<file path="config.mk">
export PLATFORM = sky130hd
export DESIGN_NAME = stream_mux_arb
export DESIGN_NICKNAME = d
export VERILOG_FILES = /design/src/rtl/stream_mux_arb.sv
export SDC_FILE = /design/constraint.sdc
export NUM_CORES = 1
export LEC_CHECK = 0
export BUFFER_PORTS_ARGS = -buffer_cell sky130_fd_sc_hd__buf_2
export CORE_MARGIN = 10
export CORE_UTILIZATION = 35
export DETAILED_ROUTE_END_ITERATION = 8
export HOLD_SLACK_MARGIN = 0.15
export PLACE_DENSITY = 0.67
export SLEW_MARGIN = 20
export SYNTH_ARGS = -nofsm -noshare
export SYNTH_HDL_FRONTEND = slang
export SYNTH_SLANG_ARGS = --single-unit
</file>
<file path="constraint.sdc">
create_clock -name clk -period 5.21 [get_ports clk]
set_clock_uncertainty 0.15 [all_clocks]
set_input_delay 0.7815 -clock clk [delete_from_list [all_inputs] [get_ports clk]]
set_output_delay 0.7815 -clock clk [all_outputs]
set_load 0.01 [all_outputs]
</file>
<file path="src/rtl/stream_mux_arb.sv">
// stream_mux_arb: N_CH-way valid/ready stream mux with fixed-select or round-robin choice and a registered output stage
module stream_mux_arb #(
   parameter int N_CH  = 4,
   parameter int WIDTH = 8,
   localparam int CH_W = $clog2(N_CH)
) (
   input  logic                  clk,
   input  logic                  rst_n,
   input  logic                  mode,
   input  logic [CH_W-1:0]       sel,
   input  logic [N_CH-1:0]       in_valid,
   output logic [N_CH-1:0]       in_ready,
   input  logic [N_CH*WIDTH-1:0] in_data,
   output logic                  out_valid,
   input  logic                  out_ready,
   output logic [WIDTH-1:0]      out_data,
   output logic [CH_W-1:0]       out_ch
);
   logic            load, hit, rr_hit, fx_hit;
   logic [CH_W-1:0] last, rr_g, g;
   assign load   = !out_valid || out_ready;
   assign fx_hit = (int'(sel) < N_CH) && in_valid[sel];
   // descending scan so the channel closest after last wins
   always_comb begin
      rr_hit = 1'b0;
      rr_g   = '0;
      for (int k = N_CH; k >= 1; k--) begin
         if (in_valid[(int'(last) + k) % N_CH]) begin
            rr_hit = 1'b1;
            rr_g   = CH_W'((int'(last) + k) % N_CH);
         end
      end
   end
   assign hit = mode ? rr_hit : fx_hit;
   assign g   = mode ? rr_g : sel;
   always_comb begin
      in_ready = '0;
      for (int i = 0; i < N_CH; i++) in_ready[i] = hit && load && (g == CH_W'(i));
   end
   always_ff @(posedge clk or negedge rst_n) begin
      if (!rst_n) begin
         out_valid <= 1'b0;
         out_data  <= '0;
         out_ch    <= '0;
         last      <= CH_W'(N_CH - 1);
      end else if (load) begin
         out_valid <= hit;
         if (hit) begin
            out_data <= in_data[g*WIDTH +: WIDTH];
            out_ch   <= g;
            if (mode) last <= g;
         end
      end
   end
endmodule
</file>
### Word-level counts from Yosys, hierarchy flattened

Index checks and enable logic that the tools add are counted.

* reductions and logical operators: 14
* $add $sub $neg: 4
* $lt $le $gt $ge: 5
* shift-type cells: 1
* mux-type cells: 24
* bitwise operators: 4
* equal/unequal tests: 3

Operators by type and width (count)
* $shiftx 32x6->8: 1
* $lt 3x4->1 const B: 4
* $mux 1: 14
* $bmux 1 s2: 5
* $mux 2: 5
* $reduce_or 2->1: 4
* $logic_and 1x1->1: 5
* $add 2x1->2 const B: 2
* $add 2x2->2 const B: 2
* $and 1x1->1 const A: 4
* $eq 2x2->1 const B: 2
* $lt 2x3->1 const B: 1
* $reduce_and 3->1: 1
* $eq 2x1->1 const B: 1
* $logic_not 2->1: 1
* $reduce_and 2->1: 1
* $logic_not 1->1: 1
* $logic_or 1x1->1: 1

* bits in registers: 13
* output and inout port bits: 15
* logic and storage cells: 59

### Longest topological paths before layout

Gate-level depths: netlist (run 1).

* depth in word-level cells: 13
* gate-level depth with buffers: 8
* gate-level depth less buffers: 6

### Worst setup path before layout (run 1)

No wires, ideal clock.

* path kind: input -> output
* from: in sel[0]
* to: out in_ready[0]
* arrival: 2.050 ns
* data required time: 4.279 ns
* slack: 2.228 ns
* cell stages on the path: 6
* cells stage by stage: mux4_2 -> o22ai_1 -> or2_2 -> buf_2 -> nor2_1 -> and2_1

* cells in the longest elaborated chain, start to end: 5
* elaborated cells on any way between the ends: 7
* those cells by class: mux (4); reduce/logical (3)

RTL lines
* start: declaration: RTL line 10 `input logic [CH_W-1:0] sel,`
* $bmux 1 s2: RTL line 22 `assign fx_hit = (int'(sel) < N_CH) && in_valid[sel];`
* $mux 1 (not written as such): RTL line 22
* $mux 1: RTL line 34 `assign hit = mode ? rr_hit : fx_hit;`
* $logic_and 1x1->1: RTL line 38 `for (int i = 0; i < N_CH; i++) in_ready[i] = hit && load && (g == CH_W'(i));`
* $logic_and 1x1->1 (*): RTL line 38
* end: declaration: RTL line 12 `output logic [N_CH-1:0] in_ready,`

Mark *: on every way between the ends. The rest lies on a longest branch, timed or not. The select of a mux whose other input is x is not followed.

### Worst setup path after layout (run 1)

* from: in in_valid[3]
* to: out in_ready[0]

* cells in the longest elaborated chain, start to end: 10
* elaborated cells on any way between the ends: 27
* those cells by class: mux (24); reduce/logical (3)

RTL lines
* start: declaration: RTL line 11 `input logic [N_CH-1:0] in_valid,`
* $bmux 1 s2: RTL line 28 `if (in_valid[(int'(last) + k) % N_CH]) begin`
* $mux 1 (not written as such) (2 in a row): RTL line 28
* $mux 2 / $mux 1 (equally long branches) (4 in a row): RTL line 28
* $mux 2 / $mux 1 (equally long branches): RTL line 35, 34
* $logic_not 2->1 / $logic_and 1x1->1 (equally long branches): RTL line 38
* $logic_and 1x1->1 (*): RTL line 38

Marks and branches as above.

==> results of run 1 <==
cells by family (layout without fill, tap and decap cells):
logic type | after synthesis | in the layout | share of synthesized area (%)
AO/OA/AOI/OAI | 26 | 26 | 17.4
flip-flops | 13 | 13 | 32.3
multiplexers | 26 | 26 | 29.7
buffers and inverters | 12 | 66 | 5.67
AND/OR/NAND/NOR | 32 | 32 | 14.9
cells in the final DEF, fill, tap and decap left out, drive strengths merged, types with 2 or more instances in the layout:
cell type | netlist | final
nand2 | 12 | 12
nand2b | 3 | 3
or2 | 2 | 2
o22ai | 3 | 3
dfrtp | 11 | 11
nor2 | 8 | 8
and3 | 2 | 2
dfstp | 2 | 2
a22oi | 2 | 2
buf | 5 | 57
clkbuf | 2 | 4
o21ai | 13 | 13
a31oi | 2 | 2
mux2 | 8 | 8
mux2i | 17 | 17
inv | 5 | 5
a21oi | 2 | 2
cells in the mapped netlist, drive strengths merged:
master	n	area share (%)
mux2i	17	17
nor2	8	3.0
dfrtp	11	27
a41oi	1	0.86
mux2	8	11
nand3b	1	0.74
inv	5	1.8
a22oi	2	1.5
nor2b	1	0.62
mux4	1	2.2
nand2b	3	1.8
or2	2	1.2
o21ai	13	8.3
o22ai	3	1.8
a2111oi	1	0.86
a31oi	2	1.2
nor3b	1	0.74
buf	5	3.1
nor3	1	0.49
dfstp	2	5.2
clkbuf	2	0.74
a31o	1	0.86
nand2	12	4.4
and2	1	0.62
a21oi	2	0.99
and3	2	1.2
a311o	1	0.99
per-layer routing:
layer | vias up | track usage, % | part of all wire [%]
li1 | 502 | - | -
met1 | 425 | 11.7 | 40
met2 | 38 | 18.5 | 51
met3 | 2 | 4.85 | 8.4
met4 | 0 | 3.11 | 0.57
met5 | - | 0 | 0
power groups by stage:
stage / Clock, W / Combinational, W / Sequential, W
after global placement: 0 / 0.000232 / 0.000168
after global routing: 0.0000725 / 0.000261 / 0.000172
after floorplan: 0 / 0.000164 / 0.000169
final: 0.0000642 / 0.000233 / 0.000168
after CTS: 0.0000663 / 0.000237 / 0.000167
after detailed placement: 0 / 0.000237 / 0.000168
stage by stage:
step	power (W)	worst slack (ns)
floorplan	0.000333	2.23
global placement	0.000400	1.86
detailed placement	0.000405	1.83
CTS	0.000470	1.82
global route	0.000505	1.67
finish	0.000465	1.84
registers in the layout, indices dropped and copies added (netlist names):
| name | flops |
|---|---|
| out_data | 8 |
| out_ch | 2 |
| out_valid | 1 |
| last | 2 |
area by class of cell:
cell class                      count  area share [%]
Sequential cell                    13            24.6
Tap cell                           31            2.91
Clock buffer                        4            1.97
Multi-Input combinational cell     84            47.6
Timing Repair Buffer               57            21.6
Inverter                            5            1.41
how the worst min path moves through the flow:
stage	slack [ns]	startpoint	cells after the start	to
2_1_floorplan	0.34	rst_n	0	out_ch[0]$_DFFE_PN0P_
3_3_place_gp	0.31	out_data[0]$_DFFE_PN0P_	2	out_data[0]$_DFFE_PN0P_
3_5_place_dp	0.31	out_data[0]$_DFFE_PN0P_	2	out_data[0]$_DFFE_PN0P_
4_1_cts	0.23	rst_n	1	out_data[1]$_DFFE_PN0P_
5_1_grt	0.23	rst_n	1	out_data[1]$_DFFE_PN0P_
6_report	0.22	rst_n	1	out_data[1]$_DFFE_PN0P_
==> results.tsv, run 1 <==
metric	value	unit
status	complete, no violations	
worstPathMaxFanout	20	
finalSetupViolations	0	
cts_buffers	3	
worst_r2r_endpoint	out_data[5]$_DFFE_PN0P_	
holdWs	0.220	ns
worst_pin_slew	0.599	ns
antenna_found_initial	0	
pwr-share-seq	36.0	%
syn_area_per_cell	9.31	sq um
die_w	73.8	microns
grt-ovfl-total	0	
period_share	64.8	%
avgRoutedWirePerCell	14.5	microns
clkPwrFrac	13.8	%
regToRegSetupSlack	2.84	ns
synth_nets	151	
ys_seq_area_share	32.3	%
period_needed	3.37	ns
cap_violations	0	
internal_power	0.000284	W
seq_area	328	sq um
slowest_delay	0.47	ns
multi_input_area	636	sq um
stdcell_count	194	
cts_htree_levels	1	
dpl_cell_area	1310	sq um
cts-resized-gates	0	
wl	2.81	mm
fin_util	48.4	%
cts.sinks	13	
netSwitchingPower	0.000180	W
drc_errors	0	
rows	19	
avgViaCountPerCell	4.98	
diodes	0	
ant_nets	0	
syn2layout_area_growth	31.6	%
finalHoldViolCount	0	
fp.dieH	73.8	microns
p_per_area	348	nW/um^2
crit_path_start	in_valid[3]	
grt_start_max_net_pins	21	
fmax	296	MHz
ys_ff_latch	13	
path_class	in2out	
dp_hpwl	2.33	mm
tns	0	ns
ys_warn_count	0	
cts_tree	done	
combPwrFrac	50.2	%
syn_area	1010	sq um
hold_buffers	0	
grt_pass1_wl	4.80	mm
worstRegToRegCells	6	
clk-insertion-delay-late	0.28	ns
critPathArrivalTime	2.44	ns
track_usage	10.8	%
rsz0062_at_grt	no	
cp-start-kind	input pin	
required	4.28	ns
slew_violations	0	
path_depth	7	
ir_drop	237	uV
vias	967	
gp_congestion	0.890	
synth.distinct_cells	32	
swShare	38.8	%
dp.cells	190	
postCtsSetupBuffers	0	
synthCells	109	
path_buf_inv	2	
endpoint_kind	output pin	
fillers	262	
grt_pass1_vias	1014	
cp_common_cell	buf_2	
hp-class	in2async	
nNetsFinal	206	
stdcell_area	1340	sq um
path_cells	buf_2, mux4_2, o22ai_1, or2_2, nor2_1, and2_1, buf_2	
max_slew_margin	60.1	%
crit_family	simple AND/OR/NAND/NOR gates	
first_pass_iters	4	
clkTransAtPathRegs	0.08	ns
die_area	5450	sq um
core	2760	sq um
leakage	0.694	nW
start_util	36.8	%
io_pins	57	
port_buffers	56	
cp-endpoint	in_ready[0]	
drive_gt1_share	47.2	%
clockRootBuffer	clkbuf_4	
clk_path_buf_depth	2	
rr_startpoint	last[1]$_DFFE_PN1P_	
drt_iter0_drc	26	
slowest_stage	mux4_2	
Note: power is estimated with default switching activity, not from simulation.
==> run 2: changes to the inputs <==
clock period = 3.2 ns   (was 5.21 ns; I/O delays follow)
==> results.tsv, run 2 (synthesis results as in run 1) <==
metric	value	unit
reg_top3	out_data (8), last (2), out_ch (2)	
cts_tree	done	
clkTransAtPathRegs	0.08	ns
path_class	reg2out	
clockRootBuffer	clkbuf_4	
wl	2.99	mm
endpoint_kind	output pin	
status	complete, no violations	
syn2layout_area_growth	33.3	%
seq_area	328	sq um
diodes	0	
clk-insertion-delay-late	0.28	ns
dp.cells	191	
ant_nets	0	
hp-class	reg2reg	
ir_drop	448	uV
period_share	91.1	%
clk_path_buf_depth	2	
fillers	260	
largest_register_ffs	8	
finalSetupViolations	0	
multi_input_area	636	sq um
layout_commonest_cell	buf_2	
drc_errors	0	
fmax	343	MHz
grt_start_max_net_pins	14	
slew_violations	0	
drt_iter0_drc	15	
critPathArrivalTime	2.28	ns
track_usage	10.7	%
cts.sinks	13	
postCtsSetupBuffers	0	
antenna_found_initial	0	
fin_total_pwr	0.000768	W
nNetsFinal	208	
die_area	5450	sq um
worst_r2r_endpoint	out_data[0]$_DFFE_PN0P_	
rows	19	
p_per_area	568	nW/um^2
final_cell_mix	buf_2 (56), mux2i_1 (17), nand2_1 (12)	
io_pins	57	
cap_violations	0	
dp_hpwl	2.54	mm
port_buffers	56	
leakage	0.703	nW
worstPathMaxFanout	13	
grt_pass1_vias	1081	
gp_congestion	0.907	
tns	0	ns
grt-ovfl-total	0	
hold_end	out_data[2]$_DFFE_PN0P_	
required	2.57	ns
rsz0062_at_grt	no	
holdWs	0.336	ns
drive_gt1_share	47.9	%
largest_register	out_data	
max_slew_margin	51.9	%
grt_pass1_wl	4.69	mm
holdPathStages	2	
avgViaCountPerCell	5.16	
fp.dieH	73.8	microns
avgRoutedWirePerCell	15.2	microns
finalHoldViolCount	0	
start_util	36.8	%
die_w	73.8	microns
regToRegSetupSlack	0.76	ns
period_needed	2.91	ns
worstHoldStart	out_data[2]$_DFFE_PN0P_	
vias	1012	
cts_htree_levels	1	
cts_buffers	3	
worstRegToRegCells	7	
cp-start-kind	flip-flop	
core	2760	sq um
worst_pin_slew	0.722	ns
rr_startpoint	last[0]$_DFFE_PN1P_	
stdcell_count	196	
first_pass_iters	4	
## run 2: through the flow
stage	cell area, sq um	setup slack (ns)	util (%)
floorplan	1010	0.716	-
global placement	1320	0.559	47.7
detailed placement	1320	0.516	47.7
CTS	1350	0.192	49.0
global route	1350	0.0596	49.0
finish	1350	0.285	49.0
## run 2: layout make-up
type,instances,share of cell area (%)
inverter,5,1.39
sequential,13,24.2
timing repair buffer,59,22.6
clock buffer,4,1.94
tap,31,2.87
multi-input combinational,84,47.0
## run 2: how the worst max path moves through the flow
| stage | end | start | cells past startpoint |
|---|---|---|---|
| 2_1_floorplan | in_ready[1] | last[0]$_DFFE_PN1P_ | 7 |
| 3_3_place_gp | in_ready[1] | last[0]$_DFFE_PN1P_ | 6 |
| 3_5_place_dp | in_ready[1] | last[0]$_DFFE_PN1P_ | 6 |
| 4_1_cts | in_ready[1] | last[0]$_DFFE_PN1P_ | 6 |
| 5_1_grt | in_ready[1] | last[0]$_DFFE_PN1P_ | 6 |
| 6_report | in_ready[1] | last[0]$_DFFE_PN1P_ | 6 |
## run 2: repair_timing
action	in CTS	in global routing
endpoints found under the setup margin	0	1
hold buffers	1	0
endpoints found under the hold margin	11	0
resized for setup	0	1
## run 2: per-layer routing
layer  GRT usage [%]  wire [microns]
met4            2.28              25
met1            10.6            1100
met5               0               0
met3            5.65             258
met2            19.1            1600
## run 2: power by group
| part | switching [W] | internal [W] |
|---|---|---|
| Sequential | 0.0000451 | 0.000226 |
| Clock | 0.0000572 | 0.0000484 |
| Combinational | 0.000199 | 0.000192 |
| Total | 0.000301 | 0.000467 |
## run 2: critical path: stages, from the launching register on
cell	delay [ns]
dfstp_2	0.61
inv_2	0.07
a2111oi_0	0.45
a41oi_1	0.11
a31o_2	0.39
nor3_1	0.20
buf_2	0.17
